===== src/rtl/pipeline_hazard_ctrl_if.sv =====
// Hazard/run-control bus between the ID-stage datapath and the sequencer.
// master drives the decoded ID fields and debug requests; slave (the sequencer)
// returns latch controls, stall statistics and run state.
interface pipeline_hazard_ctrl_if #(
   parameter int CNT_W = 16
);
   logic             exMemRead;
   logic [4:0]       exRegRt;
   logic [4:0]       idRegRs;
   logic [4:0]       idRegRt;
   logic             idUsesRt;
   logic             branchTaken;
   logic             haltInstr;
   logic             stepReq;
   logic             runReq;
   logic             pcEnable;
   logic             ifIdEnable;
   logic             idExEnable;
   logic             ifIdFlush;
   logic             idExBubble;
   logic [CNT_W-1:0] stallCount;
   logic [1:0]       state;
   logic             halted;

   modport master (
      output exMemRead, exRegRt, idRegRs, idRegRt, idUsesRt,
             branchTaken, haltInstr, stepReq, runReq,
      input  pcEnable, ifIdEnable, idExEnable, ifIdFlush, idExBubble,
             stallCount, state, halted
   );

   modport slave (
      input  exMemRead, exRegRt, idRegRs, idRegRt, idUsesRt,
             branchTaken, haltInstr, stepReq, runReq,
      output pcEnable, ifIdEnable, idExEnable, ifIdFlush, idExBubble,
             stallCount, state, halted
   );
endinterface


===== src/rtl/pipeline_hazard_ctrl.sv =====
// Hazard and run-control sequencer for the five-stage pipeline.
// Resolves load-use stalls and taken-branch flushes in the same cycle they are
// seen, and runs a debug halt / single-step / resume controller. Latch controls
// are combinational from the registered run state plus the current ID fields.
module pipeline_hazard_ctrl #(
   parameter int DRAIN_CYCLES = 3,
   parameter int CNT_W        = 16
) (
   input  logic                  clk,
   input  logic                  reset,
   pipeline_hazard_ctrl_if.slave bus
);
   typedef enum logic [1:0] {
      S_RUN   = 2'd0,
      S_DRAIN = 2'd1,
      S_HALT  = 2'd2,
      S_STEP  = 2'd3
   } state_t;

   state_t           st_q, st_d;
   logic [2:0]       drain_q, drain_d;
   logic             skip_q, skip_d;
   logic [CNT_W-1:0] cnt_q, cnt_d;
   logic             cnt_inc;
   logic             lu;
   logic             pc_en, ifid_en, idex_en, ifid_fl, idex_bub;

   // Load in EX writes a register the ID instruction reads; $0 never hazards.
   assign lu = bus.exMemRead && (bus.exRegRt != 5'd0) &&
               ((bus.exRegRt == bus.idRegRs) ||
                (bus.idUsesRt && (bus.exRegRt == bus.idRegRt)));

   // Saturating stall counter: stays at all-ones once reached.
   assign cnt_d = (cnt_inc && (cnt_q != '1)) ? cnt_q + CNT_W'(1) : cnt_q;

   // Run-state, drain counter, resume-skip flag and stall statistics.
   always_ff @(posedge clk) begin
      if (reset) begin
         st_q    <= S_RUN;
         drain_q <= 3'd0;
         skip_q  <= 1'b0;
         cnt_q   <= '0;
      end else begin
         st_q    <= st_d;
         drain_q <= drain_d;
         skip_q  <= skip_d;
         cnt_q   <= cnt_d;
      end
   end

   // Next-state and latch controls. Default is a free-flowing pipeline.
   always_comb begin
      st_d     = st_q;
      drain_d  = drain_q;
      skip_d   = skip_q;
      cnt_inc  = 1'b0;
      pc_en    = 1'b1;
      ifid_en  = 1'b1;
      idex_en  = 1'b1;
      ifid_fl  = 1'b0;
      idex_bub = 1'b0;
      if (reset) begin
         // Clear both latches while reset is held; PC stays put.
         pc_en    = 1'b0;
         ifid_fl  = 1'b1;
         idex_bub = 1'b1;
      end else begin
         unique case (st_q)
            S_RUN, S_STEP: begin
               // skipHalt only shields the first RUN cycle after resume.
               if (st_q == S_RUN) skip_d = 1'b0;
               // A step is exactly one cycle of RUN rules, whatever they did.
               if (st_q == S_STEP) st_d = S_HALT;
               if (bus.branchTaken) begin
                  ifid_fl  = 1'b1;
                  idex_bub = 1'b1;
               end else if ((st_q == S_RUN) && bus.haltInstr && !skip_q) begin
                  // Freeze the front end behind the halt and start draining.
                  pc_en    = 1'b0;
                  ifid_en  = 1'b0;
                  idex_bub = 1'b1;
                  st_d     = S_DRAIN;
                  drain_d  = 3'(DRAIN_CYCLES - 1);
               end else if (lu) begin
                  pc_en    = 1'b0;
                  ifid_en  = 1'b0;
                  idex_bub = 1'b1;
                  cnt_inc  = 1'b1;
               end
            end
            S_DRAIN: begin
               if (bus.branchTaken) begin
                  // The halt was fetched down the wrong path; drop it.
                  ifid_fl  = 1'b1;
                  idex_bub = 1'b1;
                  st_d     = S_RUN;
               end else begin
                  pc_en    = 1'b0;
                  ifid_en  = 1'b0;
                  idex_bub = 1'b1;
                  if (drain_q == 3'd0) st_d = S_HALT;
                  else                 drain_d = drain_q - 3'd1;
               end
            end
            S_HALT: begin
               pc_en   = 1'b0;
               ifid_en = 1'b0;
               idex_en = 1'b0;
               if (bus.runReq) begin
                  st_d   = S_RUN;
                  skip_d = 1'b1;
               end else if (bus.stepReq) begin
                  st_d = S_STEP;
               end
            end
            default: st_d = S_RUN;
         endcase
      end
   end

   assign bus.pcEnable   = pc_en;
   assign bus.ifIdEnable = ifid_en;
   assign bus.idExEnable = idex_en;
   assign bus.ifIdFlush  = ifid_fl;
   assign bus.idExBubble = idex_bub;
   assign bus.stallCount = cnt_q;
   assign bus.state      = st_q;
   assign bus.halted     = (st_q == S_HALT);
endmodule


===== src/flat_wrapper.sv =====
// flat-port wrapper written by rule: the top's interface ports become plain ports
module pipeline_hazard_ctrl_flat 
#(
   parameter int DRAIN_CYCLES = 3,
   parameter int CNT_W        = 16
)
  (clk, reset, bus_exMemRead, bus_exRegRt, bus_idRegRs, bus_idRegRt, bus_idUsesRt, bus_branchTaken, bus_haltInstr, bus_stepReq, bus_runReq, bus_pcEnable, bus_ifIdEnable, bus_idExEnable, bus_ifIdFlush, bus_idExBubble, bus_stallCount, bus_state, bus_halted);
  pipeline_hazard_ctrl_if #(.CNT_W(CNT_W)) bus_i ();
  input  logic clk;
  input  logic reset;
  input wire logic [$bits(bus_i.exMemRead)-1:0] bus_exMemRead;
  input wire logic [$bits(bus_i.exRegRt)-1:0] bus_exRegRt;
  input wire logic [$bits(bus_i.idRegRs)-1:0] bus_idRegRs;
  input wire logic [$bits(bus_i.idRegRt)-1:0] bus_idRegRt;
  input wire logic [$bits(bus_i.idUsesRt)-1:0] bus_idUsesRt;
  input wire logic [$bits(bus_i.branchTaken)-1:0] bus_branchTaken;
  input wire logic [$bits(bus_i.haltInstr)-1:0] bus_haltInstr;
  input wire logic [$bits(bus_i.stepReq)-1:0] bus_stepReq;
  input wire logic [$bits(bus_i.runReq)-1:0] bus_runReq;
  output wire logic [$bits(bus_i.pcEnable)-1:0] bus_pcEnable;
  output wire logic [$bits(bus_i.ifIdEnable)-1:0] bus_ifIdEnable;
  output wire logic [$bits(bus_i.idExEnable)-1:0] bus_idExEnable;
  output wire logic [$bits(bus_i.ifIdFlush)-1:0] bus_ifIdFlush;
  output wire logic [$bits(bus_i.idExBubble)-1:0] bus_idExBubble;
  output wire logic [$bits(bus_i.stallCount)-1:0] bus_stallCount;
  output wire logic [$bits(bus_i.state)-1:0] bus_state;
  output wire logic [$bits(bus_i.halted)-1:0] bus_halted;
  assign bus_i.exMemRead = bus_exMemRead;
  assign bus_i.exRegRt = bus_exRegRt;
  assign bus_i.idRegRs = bus_idRegRs;
  assign bus_i.idRegRt = bus_idRegRt;
  assign bus_i.idUsesRt = bus_idUsesRt;
  assign bus_i.branchTaken = bus_branchTaken;
  assign bus_i.haltInstr = bus_haltInstr;
  assign bus_i.stepReq = bus_stepReq;
  assign bus_i.runReq = bus_runReq;
  assign bus_pcEnable = bus_i.pcEnable;
  assign bus_ifIdEnable = bus_i.ifIdEnable;
  assign bus_idExEnable = bus_i.idExEnable;
  assign bus_ifIdFlush = bus_i.ifIdFlush;
  assign bus_idExBubble = bus_i.idExBubble;
  assign bus_stallCount = bus_i.stallCount;
  assign bus_state = bus_i.state;
  assign bus_halted = bus_i.halted;
  pipeline_hazard_ctrl #(.DRAIN_CYCLES(DRAIN_CYCLES), .CNT_W(CNT_W)) u_core (.clk(clk), .reset(reset), .bus(bus_i));
endmodule

===== config.mk =====
export PLATFORM = sky130hd
export DESIGN_NAME = pipeline_hazard_ctrl_flat
export DESIGN_NICKNAME = d
export VERILOG_FILES = /design/src/rtl/pipeline_hazard_ctrl_if.sv /design/src/rtl/pipeline_hazard_ctrl.sv /design/src/flat_wrapper.sv
export SDC_FILE = /design/constraint.sdc
export NUM_CORES = 1
export LEC_CHECK = 0
export CAP_MARGIN = 40
export CORE_MARGIN = 5
export CORE_UTILIZATION = 42
export DETAILED_ROUTE_END_ITERATION = 8
export GPL_TIMING_DRIVEN = 0
export PLACE_DENSITY = 0.77
export SETUP_SLACK_MARGIN = 0.5
export SLEW_MARGIN = 10
export SYNTH_ARGS = -nofsm -noshare
export SYNTH_HDL_FRONTEND = slang
export SYNTH_SLANG_ARGS = --single-unit

===== constraint.sdc =====
create_clock -name clk -period 2.5 [get_ports clk]
set_input_delay 0.25 -clock clk [delete_from_list [all_inputs] [get_ports clk]]
set_output_delay 0.25 -clock clk [all_outputs]
set_load 0.01 [all_outputs]

# After elaboration in Yosys (flattened, before gate mapping)
# Cells that the tools add are included.
classes:
  n_addsub: 2
  n_eq_ne: 14
  div_mod_pow: 0
  shifts: 0
  bitwise: 0
  reduce_logical: 18
  n_lt_le_gt_ge: 0
  n_mux: 36
  multipliers: 0
op_table:
  columns: ["operator", "count"]
  rows:
  - ["1-bit two-way mux", 20]
  - ["16-bit by 1-bit adder with 16-bit output, second input constant", 1]
  - ["16-bit inequality test, second input constant", 1]
  - ["2-bit two-way mux", 7]
  - ["3-bit two-way mux", 4]
  - ["5-bit equality test", 2]
  - ["2-bit inequality test, second input constant", 4]
  - ["1-bit logical AND", 6]
  - ["2-bit one-hot mux with 3 select lines", 1]
  - ["3-bit one-hot mux with 2 select lines", 1]
  - ["5-bit AND reduction", 1]
  - ["5-bit nonzero test", 1]
  - ["2-bit equality test, second input constant", 2]
  - ["2-bit by 1-bit inequality test with 1-bit output, second input constant", 2]
  - ["1-bit one-hot mux with 2 select lines", 2]
  - ["2-bit nonzero test", 2]
  - ["3-bit logical NOT", 1]
  - ["3-bit by 2-bit inequality test with 1-bit output, second input constant", 1]
  - ["3-bit inequality test, second input constant", 1]
  - ["1-bit one-hot mux with 3 select lines", 1]
  - ["3-bit AND reduction", 1]
  - ["3-bit OR reduction", 1]
  - ["3-bit by 1-bit subtractor with 3-bit output, second input constant", 1]
  - ["2-bit by 1-bit equality test with 1-bit output, second input constant", 1]
  - ["5 further kinds", 5]
totals:
  latchBits: 0
  inputBits: 23
  mem_bits_ro: 0
  ff_bits: 22
  out_inout_bits: 24
  wordCells: 74
  n_memories: 0
  ram_bits: 0

# Logic depth before layout (Yosys ltp)
# Gate-level depths: netlist (run 1).
logic_depth:
  depth_word: 10
  mapped_depth: 9
  depth_no_buf: 8

# Least setup slack after synthesis (run 1)
# OpenSTA, ideal clock, no wires.
synth_path:
  path_type: "register -> register"
  start: "register u_core.st_q[0], in the netlist u_core.bus.state[0]"
  end: "register u_core.cnt_q[11], in the netlist u_core.bus.stallCount[11]"
  period_less_slack_ns: 2.501
  n_path_buf: 2
  arrival_ns: 2.379
  required_ns: 2.379
  setup_ns: 0.121
  stages_incl_launch_ff: 10
  path_slack_ns: -0.001
  cell_sequence: "dfxtp_1 -> inv_1 -> ha_1 -> buf_2 -> nor4_1 -> o311ai_2 -> or2_1 -> buf_6 -> nor4_2 -> mux2_4"
synth_between:
  elab_chain_cells: 8
  word_cells_on_any_way: 10
  cone_classes: "1 x eq/ne; 4 x mux; 5 x reduce/logical"
synth_rtl:
  columns: ["item", "line", "source"]
  rows:
  - ["from (decl)", "pipeline_hazard_ctrl.sv:20", "state_t st_q, st_d;"]
  - ["from (signal assigned)", "pipeline_hazard_ctrl.sv:44", "st_q <= st_d;"]
  - ["2-bit logical NOT", "pipeline_hazard_ctrl.sv:68, pipeline_hazard_ctrl.sv:77", null]
  - ["1-bit logical AND (2 in a row)", "pipeline_hazard_ctrl.sv:77", "end else if ((st_q == S_RUN) && bus.haltInstr && !skip_q) begin"]
  - ["1-bit two-way mux", "pipeline_hazard_ctrl.sv:77", null]
  - ["1-bit two-way mux", "pipeline_hazard_ctrl.sv:74", "if (bus.branchTaken) begin"]
  - ["1-bit two-way mux (*)", "pipeline_hazard_ctrl.sv:68", "unique case (st_q)"]
  - ["1-bit two-way mux (*)", "pipeline_hazard_ctrl.sv:62", "if (reset) begin"]
  - ["1-bit logical AND (*)", "pipeline_hazard_ctrl.sv:34", "assign cnt_d = (cnt_inc && (cnt_q != '1)) ? cnt_q + CNT_W'(1) : cnt_q;"]
  - ["to (signal assigned)", "pipeline_hazard_ctrl.sv:47", "cnt_q <= cnt_d;"]
  - ["to (decl)", "pipeline_hazard_ctrl.sv:23", "logic [CNT_W-1:0] cnt_q, cnt_d;"]
# Every way passes the cells marked *; elsewhere a longest branch is shown, timed or not.
# A chain may end at the register's enable or synchronous reset.

# Worst setup path after layout (run 1)
layout_path:
  start: "register u_core.st_q[1], in the netlist u_core.bus.state[1]"
  end: "register u_core.cnt_q[11], in the netlist u_core.bus.stallCount[11]"
# The elaborated chain is that of the path after synthesis.

==> impl_metrics.csv, run 1 <==
group,metric,value,unit
final_layout,multi_input_area,1110,um^2
worst_setup_path,reg2reg_from,"u_core.bus.state[1]",
clock_tree,h-tree-depth,1,
sta,rsz0062_at_grt,"yes",
place,placed_cell_area,2070,um^2
logic_synthesis,synth_cells,176,
place,globalplace.congestion,0.793,
final_layout,seq_area,453,um^2
logic_synthesis,syn_area,1470,um^2
final_layout,drive_gt1_share,29.8,%
sta,skew,14.4,ps
worst_hold_path,hold_path.class,"in -> reg",
floorplan,core_area,3360,um^2
global_routing,met3_usage,2.61,%
sta,setup_violations,0,
clock_tree,clk-insertion-delay-late,320,ps
sta,report.final.slew_viol_count,0,
clock_tree,cts_sinks,22,
drt,drt_iter0_markers,44,
logic_synthesis,yosysWarnings,0,
job,maxCapViolCount,0,
power_and_ir_drop,vdd_drop_max,0.424,mV
floorplan,core.rowCount,21,
clock_tree,clock_path_buffers,2,
sta,worst_pin_slew,511,ps
drt,drt.antenna.violating_nets,0,
final_layout,antennaDiodeCount,0,
final_layout,fill_cells,287,
final_layout,num-nets-final,274,
clock_tree,postCtsHoldBufs,0,
logic_synthesis,synthFlopType,"dfxtp_1",
logic_synthesis,synth_common_cells,"22 x dfxtp_1, 20 x nor2_1, 13 x nand2_1",
global_routing,met2_usage,25.1,%
global_routing,grt_pass1_wl,6260,um
drt,drt-pass1-iter-count,4,
global_routing,first_global_vias,1383,
drt,wl_per_cell,14.0,um
power_and_ir_drop,p_leak,0.904,nW
worst_setup_path,worstSetupStartpoint,"u_core.bus.state[1]",
logic_synthesis,synth.distinct_cells,43,
worst_hold_path,hp-start,"reset",
drt,viasPerCell,5.23,
worst_setup_path,worst_setup_path_end_kind,"flip-flop",
place,post-place-ws,-407,ps
floorplan,start_util,43.8,%
global_routing,busiest_layer,"met2",
clock_tree,cts_buffers,3,
sta,holdWs,488,ps
worst_setup_path,cp.required,2730,ps
final_layout,fin_cells,288,
place,post-place-cells,268,
power_and_ir_drop,power.density,535,nW/um^2
logic_synthesis,synth_area_leaders,"dfxtp_1 30%, ha_1 6.8%, xor2_1 5.4%, nor2_1 5.1%, mux2_4 4.1%",
global_routing,grt_max_degree,14,
worst_setup_path,reg2reg_slack,280,ps
sta,setup_slack,275,ps
run_status,status,"finished, final reports clean",
floorplan,die_h,69.2,um
logic_synthesis,synthesis.nets,207,
final_layout,area_growth,58.2,%
global_routing,grt_overflow,0,
logic_synthesis,yosysSeqAreaShare,29.9,%
sta,setup_tns,0,ps
worst_setup_path,cp_max_fo,5,
sta,slew_headroom,65.9,%
floorplan,die_area,4790,um^2
clock_tree,root_buffer,"clkbuf_4",
power_and_ir_drop,power,1.25,mW
logic_synthesis,synthArstFlopShare,0,%
global_routing,antenna_found_initial,0,
global_routing,grt_usage,15.3,%
sta,hold_viol,0,
clock_tree,cts_tree,"built",
logic_synthesis,ys_seq_elements,22,
drt,drt-total-wl,4040,um
logic_synthesis,synth_top_area_share,29.9,%
final_layout,final_util,69.3,%
logic_synthesis,syn_area_per_cell,8.37,um^2
place,dp_hpwl,2750,um
logic_synthesis,synth_edf_count,0,
final_layout,fin_area,2330,um^2
sta,period_share,89.0,%
drt,vias,1505,
logic_synthesis,yosysMostFrequentCell,"dfxtp_1",
worst_setup_path,cp-start-kind,"flip-flop",
sta,max_freq,450,MHz
worst_setup_path,criticalPathCategory,"reg -> reg",
clock_tree,clkTransAtPathRegs,140,ps
drt,remaining_drc_errors,0,
worst_setup_path,arrival,2450,ps
floorplan,die_x,69.2,um
sta,period_needed,2220,ps
logic_synthesis,synth_top_area_cell,"dfxtp_1",
place,io_buffers,46,
floorplan,io_pins,47,
global_routing,grtUsageMet1,20.6,%
[final timing paths]
path / to / cells after the start
worst min-delay path: u_core.bus.stallCount[9] / 3
worst max register to register: u_core.bus.stallCount[11] / 9
worst max-delay path: u_core.bus.stallCount[11] / 9
worst min register to register: u_core.drain_q[2] / 2
[cell type report]
cell class              instances  area share (%)
repair buffers                 62            24.0
flip-flops and latches         22            19.4
inverters                      12            2.15
clock buffers                   4            2.04
plain buffers                   6            2.42
multi-input cells             136            47.5
well taps                      46            2.47
[cell usage in the layout, fill, tap and decap left out, drive strengths merged, types with 5 or more instances in the layout]
master	instances
clkdlybuf4s50	31
xor2	9
mux2	7
dfxtp	22
buf	22
xnor2	5
dlygate4sd2	8
inv	12
nor2b	6
nand2b	6
a21oi	7
nand3	8
nand2	13
nor3	6
ha	8
clkbuf	8
nor2	20
o21ai	6
[per-layer routing]
metal  up-vias  wire (um)
li1        754          -
met1       707       1910
met2        40       1950
met3         4        134
met4         0         44
met5         -          0
[sequential cells by signal, indices dropped and copies added, names as in the netlist]
signal                 count
u_core.drain_q             3
u_core.bus.state           2
u_core.bus.stallCount     16
u_core.skip_q              1
[logic make-up (layout without fill, tap and decap cells)]
family                     Yosys count  count (layout)  share of synthesized area (%)
muxes                                8               8                           7.05
and+or+nand+nor                     77              77                           29.1
xor gates and xnor gates            14              14                           8.33
adders and majority gates            8               8                           6.80
DFF                                 22              22                           29.9
AOI/OAI and AO/OA                   29              29                           13.6
buffers and inverters               18              84                           5.18
[power breakdown]
group          switching (mW)  leakage [nW]  internal [mW]
combinational           0.298         0.696          0.316
sequential             0.0170         0.181          0.377
clock                   0.116        0.0261          0.122
[worst max-delay path, stage by stage (launching register included)]
cell	delay, ps
dfxtp_4	380
inv_4	40
ha_4	230
buf_8	120
nor4_4	300
o311ai_4	170
or2_4	280
buf_6	140
nor4_4	150
mux2_4	320
[repair_timing]
item                                   CTS  global route
buffers inserted                         9             6
setup endpoints to repair               19            21
cloned                                   0             1
pin swaps                               11             4
endpoints found under the hold margin    0             0
gates resized for setup                 41            26
Power figures use the tool's default switching activity.
==> run 2: changes to the inputs <==
Settings changed: ABC_AREA from default to 1, CORE_UTILIZATION 42 to 49, HOLD_SLACK_MARGIN from default to 0.15, PLACE_DENSITY 0.77 to 0.8.
Clock period 2.5 ns to 2.47 ns, I/O delays scaled along.
==> run 2 against run 1 <==
Effect of this change:
- sequential share of layout area shrank 1.3 points
- synthesized cell count grew 60%
- non-clock buffer count shrank 14
- area after synthesis grew 25%
- clock skew shrank 8.7 ps
- clock-buffer cell count shrank 1
- utilization shrank 2.3 points
- setup slack gained 330 ps
==> impl_metrics.csv, run 2 <==
group,metric,value,unit
run_status,status,"finished, final reports clean",
worst_hold_path,hold_depth,2,
final_layout,area_growth,33.1,%
global_routing,grt_usage,18.1,%
final_layout,largest_register_ffs,16,
drt,remaining_drc_errors,0,
sta,slew_headroom,80.8,%
drt,drt-pass1-iter-count,4,
clock_tree,clock_path_buffers,2,
sta,skew,5.72,ps
sta,rsz0062_at_grt,"no",
floorplan,core_area,3660,um^2
drt,topRoutingLayerUsed,"met4",
logic_synthesis,yosysWarnings,0,
power_and_ir_drop,swShare,34.8,%
worst_hold_path,hold_path.class,"reg -> reg",
logic_synthesis,synth_common_cells,"80 x nand2_1, 31 x inv_1, 27 x nor2_1",
place,dp_hpwl,3530,um
place,globalplace.congestion,0.946,
global_routing,grt_pass1_wl,7650,um
worst_setup_path,cp_slowest_cell,"clkdlybuf4s50_1",
logic_synthesis,synthesis.nets,313,
worst_setup_path,critPathBufInv,2,
final_layout,num-nets-final,366,
worst_setup_path,cp_max_fo,5,
logic_synthesis,synth_edf_count,0,
drt,wl_met1,1880,um
worst_setup_path,reg2reg_depth,8,
floorplan,die_x,71.3,um
logic_synthesis,syn_area,1840,um^2
drt,wl_per_cell,11.6,um
logic_synthesis,synth_area_leaders,"dfxtp_1 24%, nand2_1 16%, nand4_1 7.1%, inv_1 6.3%, nor2_1 5.5%",
final_layout,seq_area,444,um^2
drt,met2_length,2150,um
floorplan,die_area,5090,um^2
floorplan,core.rowCount,22,
worst_setup_path,cp-start-kind,"flip-flop",
clock_tree,cts_sinks,22,
floorplan,start_util,50.3,%
final_layout,drive_gt1_share,16.5,%
final_layout,mostFrequentLayoutCell,"nand2_1",
worst_setup_path,reg2reg_slack,610,ps
final_layout,multi_input_area,1210,um^2
worst_setup_path,reg2reg_from,"u_core.bus.state[0]",
global_routing,grt_overflow,0,
place,io_buffers,46,
worst_setup_path,crit_cells,4,
drt,drt.antenna.violating_nets,0,
sta,hold_viol,0,
floorplan,io_pins,47,
power_and_ir_drop,power,1.25,mW
drt,drt_iter0_markers,109,
sta,worst_pin_slew,287,ps
power_and_ir_drop,p_comb_share,39.9,%
logic_synthesis,yosysMostFrequentCell,"nand2_1",
sta,period_share,75.6,%
final_layout,fill_cells,324,
global_routing,first_global_vias,1781,
worst_hold_path,hold_path_end,"u_core.drain_q[0]",
sta,period_needed,1870,ps
power_and_ir_drop,vdd_drop_max,0.383,mV
clock_tree,postCtsHoldBufs,0,
worst_setup_path,cp.required,2220,ps
power_and_ir_drop,p_leak,0.956,nW
worst_setup_path,worst_setup_path_end_kind,"output pin",
sta,setup_violations,0,
clock_tree,cts_tree,"built",
worst_setup_path,timing.rr.end,"u_core.bus.stallCount[3]",
job,maxCapViolCount,0,
final_layout,antennaDiodeCount,0,
logic_synthesis,synthArstFlopShare,0,%
sta,holdWs,463,ps
drt,viasPerCell,5.12,
logic_synthesis,synth_cells,282,
worst_setup_path,critical_path.top_delay_family,"buffers and inverters",
logic_synthesis,ys_seq_elements,22,
power_and_ir_drop,switchingPower,0.436,mW
logic_synthesis,yosysSeqAreaShare,23.9,%
logic_synthesis,synth_top_area_cell,"dfxtp_1",
worst_setup_path,crit_chain,"inv_1 -> ha_1 -> nand2_1 -> clkdlybuf4s50_1",
logic_synthesis,synthFlopType,"dfxtp_1",
floorplan,die_h,71.3,um
drt,drt-total-wl,4430,um
final_layout,final_cell_mix,"80 x nand2_1, 37 x clkdlybuf4s50_1, 31 x inv_1, 26 x nor2_1, 21 x nand4_1",
power_and_ir_drop,power.density,510,nW/um^2
drt,met3WireLength,311,um
sta,report.final.slew_viol_count,0,
worst_setup_path,slowest_delay,530,ps
clock_tree,root_buffer,"clkbuf_8",
power_and_ir_drop,power.internal,0.815,mW
clock_tree,cts_buffers,3,
power_and_ir_drop,pwr-share-seq,32.6,%
sta,max_freq,536,MHz
sta,setup_tns,0,ps
clock_tree,h-tree-depth,1,
worst_setup_path,arrival,1620,ps
logic_synthesis,synth_top_area_share,23.9,%
global_routing,grt_max_degree,14,
logic_synthesis,synth.distinct_cells,35,
logic_synthesis,syn_area_per_cell,6.54,um^2
worst_setup_path,criticalPathCategory,"reg -> out",
drt,vias,1955,
worst_hold_path,hp-start,"u_core.drain_q[0]",
power_and_ir_drop,pwr-share-clk,27.5,%
clock_tree,clkTransAtPathRegs,80,ps
clock_tree,clk-insertion-delay-late,270,ps
global_routing,antenna_found_initial,0,
==> run 2: worst max-delay path by stage <==
stage,start,end,slack [ps]
2_1_floorplan,u_core.bus.state[0],u_core.bus.stallCount[3],660
5_1_grt,u_core.bus.state[0],u_core.bus.stallCount[5],510
6_report,u_core.bus.state[0],bus_idExEnable,600
3_5_place_dp,bus_exRegRt[4],bus_idExBubble,30
4_1_cts,bus_idRegRs[1],bus_idExBubble,500
3_3_place_gp,bus_exRegRt[4],bus_idExBubble,50
==> run 2: cells by family (layout without fill, tap and decap cells) <==
kind of cell	count (synthesis)	count (layout)	share of synthesized area, %
simple gates	163	163	42.7
buf+inv	44	96	11.7
compound gates	37	37	12.5
flops	22	22	23.9
fa+ha+maj	8	8	5.43
xor+xnor	8	8	3.80
==> run 2: routing by layer <==
metal	GRT usage [%]	vias up
met5	0	-
met4	7.31	0
met3	2.10	8
met2	31.4	70
met1	22.5	843
li1	-	1034
==> run 2: timing repair <==
action / 4_1_cts / 5_1_grt
setup buffers: 2 / 0
resized for setup: 17 / 8
pin swaps: 3 / 1
setup endpoints to repair: 13 / 7
gates cloned: 0 / 0
hold endpoints to repair: 0 / 0
==> run 2: worst register-to-register path: stages (launching register included) <==
cell and delay [ps]:
dfxtp_2 340, inv_1 160, ha_4 260, clkinv_2 100
nand4_4 120, nor2_4 250, buf_2 270, nand4_1 150
a21oi_2 150
==> run 2: area by class of cell <==
class                      instances  area share, %
buffer                             6           2.35
clock buffer                       3           1.68
clock inverter                     1           1.22
inverter                          38           6.43
multi-input combinational        216           49.3
sequential                        22           18.1
tap                               48           2.45
timing repair buffer              48           18.5
==> run 2: power by group through the flow <==
stage | Sequential [mW] | Clock [mW] | Combinational (mW)
after global routing | 0.413 | 0.364 | 0.561
after floorplan | 0.416 | 0 | 0.325
after detailed placement | 0.415 | 0 | 0.485
after CTS | 0.408 | 0.349 | 0.494
final | 0.408 | 0.344 | 0.499
after global placement | 0.413 | 0 | 0.476
==> run 2: stage by stage <==
step | std cells | util, % | cell area [um^2] | setup slack, ps
after global placement | 376 | 64.6 | 2360 | 52.8
after floorplan | 282 | - | 1840 | 658
after detailed placement | 376 | 64.6 | 2360 | 28.6
after CTS | 382 | 67.1 | 2460 | 501
final | 382 | 67.0 | 2450 | 604
after global routing | 382 | 67.0 | 2450 | 514
==> run 3: changes to the inputs <==
Clock period 2.47 ns to 1.9 ns, I/O delays scaled along.
==> run 3 against run 2 <==
Effect of this change:
- clock power rose by 4%
- hold slack improved by 22 ps
- combinational power rose by 130%
- clock skew rose by 0.87 ps
- clock-buffer cell count rose by 1
- critical endpoint is now u_core.bus.state[0]
- largest cell class unchanged
- largest power group unchanged
- highest routed layer unchanged
==> impl_metrics.csv, run 3 (same netlist as run 2, synthesis figures left out) <==
group,metric,value,unit
global_routing,grt_max_degree,13,
worst_setup_path,cp_max_fo,5,
floorplan,die_h,71.3,um
sta,worst_pin_slew,351,ps
sta,period_share,91.1,%
sta,skew,6.60,ps
floorplan,die_area,5090,um^2
drt,topRoutingLayerUsed,"met4",
worst_hold_path,hold_path.class,"reg -> reg",
place,globalplace.congestion,0.859,
worst_setup_path,cp-start-kind,"flip-flop",
clock_tree,cts_sinks,22,
worst_setup_path,worstSetupStartpoint,"u_core.bus.state[1]",
clock_tree,clkTransAtPathRegs,90,ps
worst_setup_path,criticalPathCategory,"reg -> reg",
floorplan,die_x,71.3,um
job,maxCapViolCount,0,
place,placed_cell_area,2430,um^2
floorplan,io_pins,47,
worst_setup_path,cp.required,2070,ps
final_layout,antennaDiodeCount,0,
clock_tree,cts_tree,"built",
drt,viasPerCell,5.77,
final_layout,final_util,83.5,%
global_routing,grt_usage,23.6,%
drt,met2_length,3390,um
sta,report.final.slew_viol_count,0,
global_routing,grt_overflow,0,
power_and_ir_drop,p_leak,1.43,nW
final_layout,area_growth,65.9,%
clock_tree,clock_path_buffers,2,
clock_tree,h-tree-depth,1,
floorplan,core_area,3660,um^2
worst_hold_path,hp-start,"u_core.drain_q[0]",
worst_setup_path,reg2reg_from,"u_core.bus.state[1]",
drt,drt-total-wl,7130,um
drt,drt.antenna.violating_nets,0,
final_layout,largest_register_ffs,16,
final_layout,final_cell_mix,"65 x nand2_1, 28 x inv_1, 25 x nor2_1, 21 x nand4_1, 21 x dlygate4sd2_1",
global_routing,first_global_vias,2253,
final_layout,fill_cells,221,
clock_tree,root_buffer,"clkbuf_8",
drt,remaining_drc_errors,0,
final_layout,drive_gt1_share,38.7,%
sta,setup_violations,0,
drt,wl_per_cell,17.3,um
clock_tree,clk-insertion-delay-late,270,ps
final_layout,num-nets-final,396,
drt,drt-pass1-iter-count,5,
power_and_ir_drop,power.density,664,nW/um^2
sta,period_needed,1730,ps
final_layout,mostFrequentLayoutCell,"nand2_1",
drt,met3WireLength,608,um
worst_setup_path,crit_chain,"buf_4 -> ha_2 -> inv_1 -> or2_1 -> o21ai_2 -> nor2_1 -> a221oi_2",
run_status,status,"finished, final reports clean",
worst_setup_path,cp_slowest_cell,"dfxtp_4",
global_routing,grt_pass1_wl,9800,um
clock_tree,postCtsHoldBufs,0,
drt,drt_iter0_markers,413,
worst_setup_path,worst_setup_path_end_kind,"flip-flop",
clock_tree,cts_buffers,3,
final_layout,fin_area,3060,um^2
place,io_buffers,46,
global_routing,antenna_found_initial,0,
sta,rsz0062_at_grt,"yes",
place,dp_hpwl,3690,um
floorplan,start_util,50.3,%
sta,hold_viol,0,
power_and_ir_drop,vdd_drop_max,0.366,mV
drt,vias,2376,
sta,slew_headroom,76.5,%
sta,max_freq,577,MHz
worst_setup_path,arrival,1900,ps
drt,wl_met1,2780,um
worst_setup_path,slowest_delay,380,ps
floorplan,core.rowCount,22,
## run 3: power by group
part,switching [mW],internal (mW)
logic,0.616,0.523
clock network,0.174,0.185
registers,0.0310,0.502
total,0.821,1.21
## run 3: critical path: cells and delay by family (launching register included)
kind	cells	cell delay (ps)
AND/OR/NAND/NOR	2	390
AO/OA/AOI/OAI	2	480
flip-flops	1	380
adder cells (fa/ha/maj)	1	210
buffers and inverters	2	180
## run 3: per-layer routing
metal | track usage [%] | up-vias
li1 | - | 1085
met1 | 28.3 | 1089
met2 | 39.7 | 157
met3 | 4.07 | 45
met4 | 13.2 | 0
met5 | 0 | -
## run 3: cell type report
cell class	instances	area [um^2]	share of cell area, %
flip-flops and latches	22	485	15.9
well taps	48	60.1	1.96
plain buffers	6	67.6	2.21
clock buffers	4	55.1	1.80
repair buffers	78	759	24.8
multi-input cells	216	1460	47.7
inverters	38	170	5.56
## run 3: through the flow
step / TNS (ps) / cells / hold WS [ps] / setup slack, ps / power, mW
4_1_cts: 0 / 405 / 474 / 293 / 1.65
5_1_grt: 0 / 412 / 497 / 72.8 / 2.13
3_5_place_dp: -1160 / 376 / 462 / -427 / 1.22
6_report: 0 / 412 / 485 / 168 / 2.03
2_1_floorplan: 0 / 282 / 393 / 392 / 1.01
3_3_place_gp: -1100 / 376 / 456 / -398 / 1.21
## run 3: final timing paths
kind	to	slack [ps]	depth (start not counted)
worst max register to register	u_core.bus.state[0]	170	7
worst max-delay path	u_core.bus.state[0]	170	7
worst min-delay path	u_core.drain_q[0]	490	2
worst min register to register	u_core.drain_q[0]	490	2
## run 3: timing repair
action	4_1_cts	5_1_grt
endpoints found under the setup margin	43	38
cloned	3	0
pin swaps	31	28
setup buffers	22	7
resized for setup	99	55
